[config.mk]
export PLATFORM = sky130hd
export DESIGN_NAME = dmem_store_buffer
export DESIGN_NICKNAME = d
export VERILOG_FILES = /design/src/rtl/dmem_store_buffer.sv
export SDC_FILE = /design/constraint.sdc
export NUM_CORES = 1
export LEC_CHECK = 0
export BUFFER_PORTS_ARGS = -buffer_cell sky130_fd_sc_hd__buf_4
export CAP_MARGIN = 20
export CELL_PAD_IN_SITES_DETAIL_PLACEMENT = 1
export CELL_PAD_IN_SITES_GLOBAL_PLACEMENT = 1
export CORE_AREA = 2 2 233 235
export CTS_CLUSTER_SIZE = 28
export DETAILED_ROUTE_END_ITERATION = 10
export DIE_AREA = 0 0 235 237
export PLACE_DENSITY = 0.75
export SETUP_SLACK_MARGIN = 0.1
export SYNTH_ARGS = -nofsm -noshare
export SYNTH_HDL_FRONTEND = slang
export SYNTH_SLANG_ARGS = --single-unit
[constraint.sdc]
create_clock -name clk -period 4.5 [get_ports clk]
set_input_delay 1.125 -clock clk [delete_from_list [all_inputs] [get_ports clk]]
set_output_delay 1.125 -clock clk [all_outputs]
set_load 0.1 [all_outputs]
[src/rtl/dmem_store_buffer.sv]
// rtl/dmem_store_buffer.sv - byte-enabled store buffer between the MEM stage and the data RAM
//
// Purpose:
//   Queues core stores in a small FIFO and drains them to the data-RAM write
//   port over a valid/ready handshake. Loads are merged byte-wise with the
//   pending stores so the core always sees program-order data. Stores to the
//   same word as the newest entry are optionally coalesced into it.
//
// Ports:
//   clk, rst_n            clock (rising edge), asynchronous active-low reset
//   mem_we/waddr/wdata    store request from the core (any enable bit = store)
//   mem_raddr/mem_rdata   load address from the core, merged load data back
//   stall_o               store presented but refused this cycle
//   empty_o               no pending stores
//   ram_raddr/ram_rdata   RAM read port (address passthrough, comb. data)
//   ram_wvalid/ram_wready RAM write handshake for the head entry
//   ram_waddr/wdata/we    head entry word address, data and byte enables

module dmem_store_buffer #(
   parameter int DEPTH    = 4,
   parameter bit COALESCE = 1'b1
) (
   input  logic        clk,
   input  logic        rst_n,
   input  logic [3:0]  mem_we,
   input  logic [31:0] mem_waddr,
   input  logic [31:0] mem_wdata,
   input  logic [31:0] mem_raddr,
   output logic [31:0] mem_rdata,
   output logic        stall_o,
   output logic        empty_o,
   output logic [31:0] ram_raddr,
   input  logic [31:0] ram_rdata,
   output logic        ram_wvalid,
   input  logic        ram_wready,
   output logic [31:0] ram_waddr,
   output logic [31:0] ram_wdata,
   output logic [3:0]  ram_we
);

   localparam int          AW   = $clog2(DEPTH);
   localparam logic [AW:0] FULL = (AW + 1)'(DEPTH);
   localparam logic [AW:0] ONE  = (AW + 1)'(1);

   logic [29:0]   e_word [DEPTH];
   logic [31:0]   e_data [DEPTH];
   logic [3:0]    e_be   [DEPTH];
   logic [AW-1:0] head;
   logic [AW-1:0] tail;
   logic [AW-1:0] newest;
   logic [AW:0]   count;
   logic [AW:0]   count_next;

   logic          store_req;
   logic          pop;
   logic          merge;
   logic          push;
   logic [31:0]   wdata_masked;
   logic [AW-1:0] idx;

   // Word-offset bits of the store address have no meaning at this level.
   logic          unused_waddr_lsb;
   assign unused_waddr_lsb = ^mem_waddr[1:0];

   assign newest     = tail - AW'(1);
   assign store_req  = |mem_we;
   assign empty_o    = (count == '0);
   assign ram_wvalid = !empty_o;
   assign pop        = ram_wvalid && ram_wready;

   // Merging into a single entry that leaves this cycle would lose the
   // update, so that case falls through to a normal push instead.
   assign merge = COALESCE && store_req && (count != '0) &&
                  (e_word[newest] == mem_waddr[31:2]) && !(pop && (count == ONE));
   assign push    = store_req && !merge && ((count != FULL) || pop);
   assign stall_o = store_req && !merge && !push;

   assign ram_raddr = mem_raddr;
   assign ram_waddr = {e_word[head], 2'b00};
   assign ram_wdata = e_data[head];
   assign ram_we    = e_be[head];

   always_comb begin
      wdata_masked = '0;
      for (int b = 0; b < 4; b++) begin
         if (mem_we[b]) wdata_masked[8*b +: 8] = mem_wdata[8*b +: 8];
      end
   end

   always_comb begin
      count_next = count;
      if (push && !pop)      count_next = count + ONE;
      else if (pop && !push) count_next = count - ONE;
   end

   // Oldest to newest so that the youngest matching store wins each lane.
   // The head being popped still counts: the RAM only updates at the edge.
   always_comb begin
      mem_rdata = ram_rdata;
      idx       = '0;
      for (int k = 0; k < DEPTH; k++) begin
         idx = head + AW'(k);
         if (((AW + 1)'(k) < count) && (e_word[idx] == mem_raddr[31:2])) begin
            for (int b = 0; b < 4; b++) begin
               if (e_be[idx][b]) mem_rdata[8*b +: 8] = e_data[idx][8*b +: 8];
            end
         end
      end
   end

   always_ff @(posedge clk or negedge rst_n) begin
      if (!rst_n) begin
         head  <= '0;
         tail  <= '0;
         count <= '0;
         for (int i = 0; i < DEPTH; i++) begin
            e_word[i] <= '0;
            e_data[i] <= '0;
            e_be[i]   <= '0;
         end
      end else begin
         if (pop) head <= head + AW'(1);
         if (push) begin
            e_word[tail] <= mem_waddr[31:2];
            e_data[tail] <= wdata_masked;
            e_be[tail]   <= mem_we;
            tail         <= tail + AW'(1);
         end
         if (merge) begin
            for (int b = 0; b < 4; b++) begin
               if (mem_we[b]) e_data[newest][8*b +: 8] <= mem_wdata[8*b +: 8];
            end
            e_be[newest] <= e_be[newest] | mem_we;
         end
         count <= count_next;
      end
   end

endmodule

=== Word-level counts from Yosys, hierarchy flattened ===
Index checks and enable logic that the tools add are counted.

* Flip-flop bits (word level): 271
* Output and inout port bits: 135

* Add/subtract/negate cells: 7
* Order comparisons: 12
* Equal/unequal tests: 7
* Muxes and demuxes: 103
* Bitwise logic cells: 7
* Reduce and logical (&&, ||, !) cells: 26

{| class="wikitable"
|+ Operator list
! kind !! number
|-
| two-way mux 128 bit || 9
|-
| bitwise mux 128 bit || 5
|-
| two-way mux 32 bit || 14
|-
| two-way mux 30 bit || 11
|-
| demux 32 bit (select 2 bit) || 5
|-
| binary-select mux 30 bit (select 2 bit) || 5
|-
| binary-select mux 32 bit (select 2 bit) || 4
|-
| two-way mux 8 bit || 21
|-
| == test 30 bit || 5
|-
| bitwise mux 120 bit || 1
|-
| demux 30 bit (select 2 bit) || 1
|-
| two-way mux 16 bit || 3
|-
| two-way mux 4 bit || 12
|-
| binary-select mux 4 bit (select 2 bit) || 5
|-
| bitwise mux 16 bit || 2
|-
| two-way mux 24 bit || 1
|-
| >= comparator 3 bit (second input constant) || 6
|-
| NOT 2 -> 3 bit || 6
|-
| demux 4 bit (select 2 bit) || 2
|-
| logical AND 1 bit || 16
|-
| less-than comparator 1 x 3 -> 1 bit (first input constant) || 2
|-
| less-than comparator 2 x 3 -> 1 bit (first input constant) || 2
|-
| less-than comparator 3 x 1 -> 1 bit (second input constant) || 2
|-
| two-way mux 3 bit || 2
|-
| 14 further kinds || 20
|}

=== Longest topological paths before layout ===
Gate-level depths: netlist of the first run.

* Depth in word-level cells: 24
* Mapped depth: 18
* Mapped depth without buffers: 14

=== Worst setup path after synthesis of the first run ===
Ideal clock, no wire load.

* Path kind: reg-to-output
* From: reg head[0]
* To: out mem_rdata[24]
* Arrival: 6.227 ns
* Path slack: -2.852 ns
* Cell stages (with the launch flop): 14
* Path through: dfrtp_1 -> buf_6 -> buf_6 -> buf_4 -> buf_2 -> buf_4 -> buf_4 -> clkbuf_1 -> clkbuf_1 -> nor2_1 -> a21oi_1 -> nand4_1 -> and3_1 -> o32ai_1

* Elaborated cells between the ends (all ways): 59

{| class="wikitable"
|+ RTL lines
! item !! RTL line !! source
|-
| start, declared || 48 || <nowiki>logic [AW-1:0] head;</nowiki>
|-
| start signal, assigned || 122 || <nowiki>if (pop) head <= head + AW'(1);</nowiki>
|-
| NOT 2 -> 3 bit * || -- ||
|-
| binary-select mux 32 bit (select 2 bit) * || -- ||
|-
| two-way mux 32 bit * (2 in a row) || -- ||
|-
| via ram_wdata[24] || 37 || <nowiki>output logic [31:0] ram_wdata,</nowiki>
|-
| two-way mux 8 bit * || 105 || <nowiki>if (e_be[idx][b]) mem_rdata[8*b +: 8] = e_data[idx][8*b +: 8];</nowiki>
|-
| two-way mux 32 bit * || 103 || <nowiki>if (((AW + 1)'(k) < count) && (e_word[idx] == mem_raddr[31:2])) begin</nowiki>
|-
| two-way mux 8 bit || 105 ||
|-
| two-way mux 32 bit * || 103 ||
|-
| two-way mux 8 bit || 105 ||
|-
| two-way mux 32 bit * || 103 ||
|-
| two-way mux 8 bit || 105 ||
|-
| two-way mux 32 bit * || 103 ||
|-
| end, declared || 29 || <nowiki>output logic [31:0] mem_rdata,</nowiki>
|}

Mark *: on every way through the listed nets, which the timed path passes. The rest lies on a longest branch. The select of a mux whose other input is x is not followed.

=== Worst setup path in the final report of the first run ===
* From: reg head[0]
* To: out mem_rdata[5]

* Word-level cells in the longest chain between the ends: 13
* Elaborated cells between the ends (all ways): 59

{| class="wikitable"
|+ RTL lines
! item !! RTL line
|-
| branches (longest 12 deep; another with adder 2 x 1 -> 2 bit) || --
|-
| two-way mux 32 bit * || 103
|}

Mark *: on every way between the ends. The select of a mux whose other input is x is not followed.

==> results of run 1 <==
## kinds of logic after synthesis
group / Yosys count / synth area share [%]
simple gates: 506 / 11.4
fa+ha+maj: 9 / 0.496
flops: 271 / 29.9
mux: 465 / 27.3
xor+xnor: 142 / 5.48
buf+inv: 263 / 6.34
compound gates: 535 / 19.1
other cells: 1 / 0.0165
## registers in the layout, summed over array words and instances (netlist names)
signal,count
e_be,16
e_word,120
head,2
e_data,128
count,3
tail,2
## worst register-to-register path, stage by stage, from the launching register on
cell     delay (ps)
dfrtp_1         390
inv_1           110
ha_4            310
buf_12          140
buf_4           170
mux4_2          310
xnor2_1         540
nand4_1         280
nor4_4          370
nand2_2         140
buf_4           170
buf_4           130
buf_4           200
and2_1          200
nand2_1         170
inv_1            80
ha_1            230
mux2i_1         190
nor2_1           80
xor2_1          140
## cell type report
class	count	area [µm²]	area share, %
Multi-Input combinational cell	1660	16400	49.4
Tap cell	696	871	2.62
Antenna cell	1	2.50	0.00753
Clock buffer	51	1030	3.09
Sequential cell	271	6790	20.4
Clock inverter	9	85.1	0.256
Timing Repair Buffer	883	7930	23.9
Inverter	29	113	0.339
## synthesized netlist by cell type (35+ instances only)
master | number | area share (%)
mux2i_1 | 156 | 6.9
a21oi_1 | 84 | 1.9
clkbuf_1 | 90 | 1.5
nand2_1 | 167 | 2.8
mux2_2 | 180 | 8.9
nor3_1 | 45 | 0.99
buf_4 | 49 | 1.6
xnor2_1 | 118 | 4.6
mux4_2 | 101 | 10
nand3_1 | 37 | 0.82
buf_2 | 58 | 1.3
dfrtp_1 | 271 | 30
o2bb2ai_1 | 133 | 5.1
nor2_1 | 88 | 1.5
nand4_1 | 35 | 0.97
## through the flow
step / instance area, µm² / setup TNS, ps / cells / util (%)
finish: 33200 / -32220 / 3600 / 62.4
global route: 33200 / -34650 / 3599 / 62.4
CTS: 32300 / -29270 / 3557 / 60.7
detailed placement: 29900 / -20460 / 3457 / 56.0
global placement: 29900 / -19460 / 3457 / 56.0
floorplan: 24100 / -10230 / 2193 / -
## layer usage
| layer | GRT usage [%] | part of all wire, % |
|---|---|---|
| met1 | 45.7 | 38 |
| met2 | 62.5 | 48 |
| met3 | 5.92 | 7.7 |
| met4 | 18.0 | 5.9 |
| met5 | 0 | 0.0081 |
## placed cells by master, fill, tap and decap left out, drive strengths merged, types with 21 or more instances in the layout
| cell type | n |
|---|---|
| mux4 | 101 |
| nor2 | 93 |
| nor3 | 47 |
| nand3 | 38 |
| or4 | 21 |
| a21oi | 105 |
| and2 | 22 |
| inv | 30 |
| mux2i | 158 |
| o2bb2ai | 133 |
| xnor2 | 118 |
| clkbuf | 53 |
| a41o | 31 |
| mux2 | 206 |
| xor2 | 24 |
| dfrtp | 271 |
| a211o | 23 |
| o21ai | 34 |
| o21a | 22 |
| nor4 | 22 |
| buf | 878 |
| nand4 | 36 |
| nand2 | 168 |
## worst paths after layout
path	from	slack (ps)	cells after the start	endpoint
min in group asynchronous	rst_n	560	1	e_data[32]
max in group asynchronous	rst_n	2830	2	e_word[109]
worst max register to register	tail[1]	40	19	count[2]
worst min register to register	e_data[120]	510	1	e_data[120]
worst max-delay path	head[0]	-1070	11	mem_rdata[5]
worst min-delay path	e_data[120]	510	1	e_data[120]
## timing repair
| action | CTS | global route |
|---|---|---|
| setup endpoints to repair | 47 | 42 |
| gates resized for setup | 211 | 101 |
| cloned | 6 | 3 |
| pin swaps | 25 | 52 |
| setup buffers | 34 | 40 |
| hold buffers | 0 | 0 |
==> run summary, run 1 <==
Outcome -> finished with violations
Violated checks -> negative setup slack
RSZ-0062 raised after global routing -> true
Period utilization -> 124%
Max-slew violation count -> 0
Total track usage -> 36.9%
Port bufs -> 261
Worst Hold Class -> reg -> reg
Final setup margin -> -1070 ps
WHS -> 511 ps
Slew HR -> 41.2%
Die area -> 55700 µm²
Clk_skew -> 34.9 ps
Ratio of cells with drive above 1 in the final layout -> 51.6%
DP HPWL -> 76.0 mm
I/O pin total -> 270
TritonCTS Sinks -> 271
Worst path buffer plus inverter count -> 3
Core area -> 53300 µm²
Ys flop type -> dfrtp_1
Die Width -> 235 µm
Max cap viols -> 0
Area delta synth->final -> 46.5%
Final hold viol count -> 0
CP delay by family, top -> simple AND/OR/NAND/NOR gates
Residual DRC -> 0
Worst EP arrival -> 4440 ps
CP Cell Sequence -> buf_6 > mux4_2 > xnor2_2 > buf_4 > nand4_1 > nor4b_4 > nand3_4 > or4_4 > o311ai_1 > a32o_4 > buf_12
FMAX -> 180 MHz
Clock latency on the worst-skew pair -> 570 ps
Height of the die -> 237 µm
H-tree depth -> 2
Nets -> 3025
Req. time, crit path -> 3380 ps
Worst path max stage delay -> 640 ps
Wirelength per Cell -> 31.0 µm
Period minus WS final -> 5570 ps
Post-Route WL -> 112 mm
Crit path launch type -> register
Vias/cell -> 6.63
Layout fillers -> 5490
Routability Congestion -> 0.952
Setup-failing EPs final -> 33
Worst Path Class, Setup -> reg -> out
Syn avg cell area -> 10.4 µm²
Yosys cell types -> 88
Post-synth ARST share -> 100%
Worst Max-Slew Pin Slew -> 882 ps
CP Capture Type -> output port
Reg clk slew, reported paths -> 50 ps
Site row count -> 85
Post-synth EDFFs -> 0
Initial DRT Pass Iterations -> 7
Clock Root Buffer -> clkbuf_16
Global route total overflow -> 0
Synth Cell Area -> 22700 µm²
Largest net degree at the start of global routing -> 96
ANT nets after route -> 0
Crit path max fanout -> 6
Initial Utilization -> 42.6%
Share of the yosys chip area belonging to registers -> 29.9%
Vias in the first global route -> 24709
Post-synthesis sequential element count -> 271
Slowest-stage cell, CP -> or4_4
Syn Inst Count -> 2192
Longest Clk Path Bufs -> 3
DR iter-0 viols -> 2080
Yosys warns -> 0
Global-route wire length before repair -> 158 mm
Initial antenna violation count -> 2
Via count -> 23884
TritonCTS Buffers -> 36
TritonCTS clock tree -> done
Setup WS pre-CTS -> -738 ps
Power of run 1 is not shown: default switching activity piles up to over one toggle a cycle in this logic, so the estimate is an artifact.
==> inputs of run 2 (changes only) <==
--- a/config.mk
+++ b/config.mk
@@ -5,15 +5,16 @@
 export SDC_FILE = /design/constraint.sdc
 export NUM_CORES = 1
 export LEC_CHECK = 0
+export ABC_AREA = 1
 export BUFFER_PORTS_ARGS = -buffer_cell sky130_fd_sc_hd__buf_4
 export CAP_MARGIN = 20
 export CELL_PAD_IN_SITES_DETAIL_PLACEMENT = 1
 export CELL_PAD_IN_SITES_GLOBAL_PLACEMENT = 1
-export CORE_AREA = 2 2 233 235
+export CORE_AREA = 2 2 257 259
 export CTS_CLUSTER_SIZE = 28
 export DETAILED_ROUTE_END_ITERATION = 10
-export DIE_AREA = 0 0 235 237
-export PLACE_DENSITY = 0.75
+export DIE_AREA = 0 0 259 261
+export PLACE_DENSITY = 0.74
 export SETUP_SLACK_MARGIN = 0.1
 export SYNTH_ARGS = -nofsm -noshare
 export SYNTH_HDL_FRONTEND = slang
==> run 2 against run 1 <==
The flow still finishes with violations (negative setup slack). Setup slack better by 640 ps. Core utilization down 13 points. Via count up 26%. Clock-buffer cell count down 6. Non-clock buffer count down 329. Global-route usage down 1.4 points. Register-to-register slack better by 710 ps. Fmax up 13%. Sequential cell count unchanged. Critical endpoint is now mem_rdata[31]. Largest cell class unchanged.
==> run summary, run 2 <==
Outcome -> finished with violations
Violated checks -> negative setup slack
Initial antenna violation count -> 5 (+3)
Most flops, register -> e_data
CP Capture Type -> output port
Ratio of cells with drive above 1 in the final layout -> 23.3% (-28 points)
Post-synth top area cell -> dfrtp_1
Slew HR -> 40.3% (-0.94 points)
Residual DRC -> 0 (unchanged)
Worst path max stage delay -> 520 ps (-120 ps)
Top Layer Used -> met5
Clk_skew -> 19.5 ps (-15.4 ps)
WHS -> 508 ps (-2.93 ps)
DR iter-0 viols -> 3229 (+55%)
Vias in the first global route -> 28286 (+14%)
I/O pin total -> 270 (unchanged)
Compound-gate portion of the synthesized area -> 12.7% (-6.4 points)
Most frequent cells in the layout -> nand2_1 (1565), nand3_1 (507), o21ai_0 (440), buf_4 (425), inv_1 (375)
Req. time, crit path -> 3380 ps (about the same)
Post-synthesis sequential element count -> 271 (unchanged)
Area delta synth->final -> 36.5%
Yosys warns -> 0 (unchanged)
Die Width -> 259 µm (+10%)
Post-Synth XOR/XNOR Area -> 0.703% (-4.8 points)
Worst Max-Slew Pin Slew -> 895 ps (+13.1 ps)
Period minus WS final -> 4930 ps (-635 ps)
Count leader, synth -> nand2_1
Via count -> 30055 (+26%)
Post-Synth Adder-Cell Area -> 0.475% (-0.021 points)
Period utilization -> 110% (-14 points)
Final setup margin -> -433 ps (+635 ps)
Placed cells -> 5215 (+51%)
Max cap viols -> 0 (unchanged)
Global-route wire length before repair -> 181 mm (+14%)
Slowest-stage cell, CP -> dfrtp_4
Layout fillers -> 8580 (+56%)
Port bufs -> 261 (unchanged)
DP Area -> 28000 µm² (-6.2%)
Longest Clk Path Bufs -> 3 (unchanged)
Worst Path Class, Setup -> reg -> out
Most used cell, CP -> nand2_1
DRT met1 WL -> 56.2 mm (+33%)
Crit path launch type -> register
Most frequent cells after synthesis -> nand2_1 (1705), nand3_1 (617), o21ai_0 (482)
Post-synth EDFFs -> 0 (unchanged)
Initial Utilization -> 36.4% (-6.2 points)
Reg clk slew, reported paths -> 70 ps (+20 ps)
Max-slew violation count -> 0 (unchanged)
FMAX -> 203 MHz (+13%)
TritonCTS Buffers -> 30 (-17%)
CP Cell Sequence -> buf_12 > clkinv_16 > bufbuf_16 > nand2_1 > nand3_1 > nand2_1 > nand2_1 > nand2_1 > nor3_2 > nand3_2 > nor2_4 > buf_6 > buf_12 > nand3_1 > nand2_2 > inv_2 > a21oi_4 > buf_12
Reg2reg setup slack -> 750 ps (+710 ps)
Final std cells w/o fill -> 5341 (+48%)
Clock Root Buffer -> clkbuf_16
Vias/cell -> 5.63 (-15%)
Global route total overflow -> 0 (unchanged)
Die area -> 67600 µm² (+21%)
Nets -> 4594 (+52%)
Clock latency on the worst-skew pair -> 600 ps (+30 ps)
Synth Cell Area -> 23700 µm² (+4.4%)
Worst Hold Class -> reg -> reg
Largest net degree at the start of global routing -> 130 (+35%)
ANT nets after route -> 0 (unchanged)
Share of the yosys chip area belonging to registers -> 28.6% (-1.3 points)
Setup-failing EPs final -> 32 (-3.0%)
Routability Congestion -> 1.01 (+6.4%)
Max reg flops -> 128 (unchanged)
Wirelength per Cell -> 23.8 µm (-23%)
TritonCTS clock tree -> done
Site row count -> 94 (+11%)
Worst EP arrival -> 3810 ps (-630 ps)
Largest family of logic cells by synthesized area -> simple AND/OR/NAND/NOR gates
Syn Inst Count -> 4100 (+87%)
Routed met3 length -> 16.1 mm (+88%)
Synth top area cells -> dfrtp_1 (29%), nand2_1 (27%), nand3_1 (13%)
Most common cell after layout, fill and taps aside -> nand2_1
Height of the die -> 261 µm (+10%)
Post-synth ARST share -> 100% (unchanged)
Total track usage -> 35.5% (-1.4 points)
Top flop regs -> e_data x128, e_word x120, e_be x16
TritonCTS Sinks -> 271 (unchanged)
Final non-filler cell area -> 32300 µm² (-2.7%)
Post-Route WL -> 127 mm (+14%)
Initial DRT Pass Iterations -> 5 (-2)
Post-layout util -> 49.7% (-13 points)
Yosys cell types -> 34 (-61%)
Mux contribution to synthesized area -> 0% (-27 points)
Post-Synth Simple-Gate Area -> 45.5% (+34 points)
DP HPWL -> 94.8 mm (+25%)
Synth top area share -> 28.6% (-1.3 points)
RSZ-0062 raised after global routing -> true
Core area -> 65000 µm² (+22%)
Final hold viol count -> 0 (unchanged)
Syn avg cell area -> 5.78 µm² (-44%)
Routed wl met2 -> 51.7 mm (-4.3%)
H-tree depth -> 1 (-1)
Crit path max fanout -> 13 (+7)
Ys flop type -> dfrtp_1
[run 2: worst paths after layout]
kind / startpoint / endpoint / depth (start not counted)
setup reg to reg: tail[0] / count[2] / 20
min in group asynchronous: rst_n / e_word[74] / 1
setup / recovery: head[0] / mem_rdata[31] / 18
max in group asynchronous: rst_n / e_data[59] / 2
hold / removal: e_data[30] / e_data[30] / 2
hold reg to reg: e_data[30] / e_data[30] / 2
[run 2: logic make-up after synthesis]
family          count (synthesis)
simple gates                 2578
buf+inv                       635
compound gates                587
flops                         271
xor+xnor                       19
fa+ha+maj                       9
other cells                     1
[run 2: per-layer routing]
layer,track usage (%),up-vias
met5,0,-
met4,7.19,2
met3,12.2,176
met2,49.9,1379
met1,52.1,14736
li1,-,13762
[run 2: repair_timing]
| action | 4_1_cts | 5_1_grt |
|---|---|---|
| hold buffers | 0 | 0 |
| setup buffers | 28 | 13 |
| resized for setup | 313 | 246 |
| pin swaps | 39 | 54 |
| gates cloned | 17 | 10 |
| endpoints found under the setup margin | 33 | 34 |
[run 2: critical path, delay by kind of cell (launching register included)]
kind	cells	cell delay (ps)
and+or+nand+nor	10	1340
buffers and inverters	7	1090
DFF	1	520
AOI/OAI and AO/OA	1	230
[run 2: area by class of cell]
type	instances	area, µm²	area share [%]
Inverter	396	1520	4.71
Timing Repair inverter	2	22.5	0.0696
Timing Repair Buffer	554	5740	17.7
Tap cell	864	1080	3.34
Clock buffer	45	888	2.75
Antenna cell	5	12.5	0.0387
Sequential cell	271	6790	21.0
Multi-Input combinational cell	3195	16100	49.8
Clock inverter	9	173	0.534
[run 2: metrics by stage]
stage	setup TNS [ps]	setup slack (ps)
5_1_grt	-14040	-493
2_1_floorplan	0	36.7
3_5_place_dp	-541	-64.1
3_3_place_gp	-596	-71.8
4_1_cts	-7430	-253
6_report	-11810	-433
Power of run 2 is left out for the same reason.
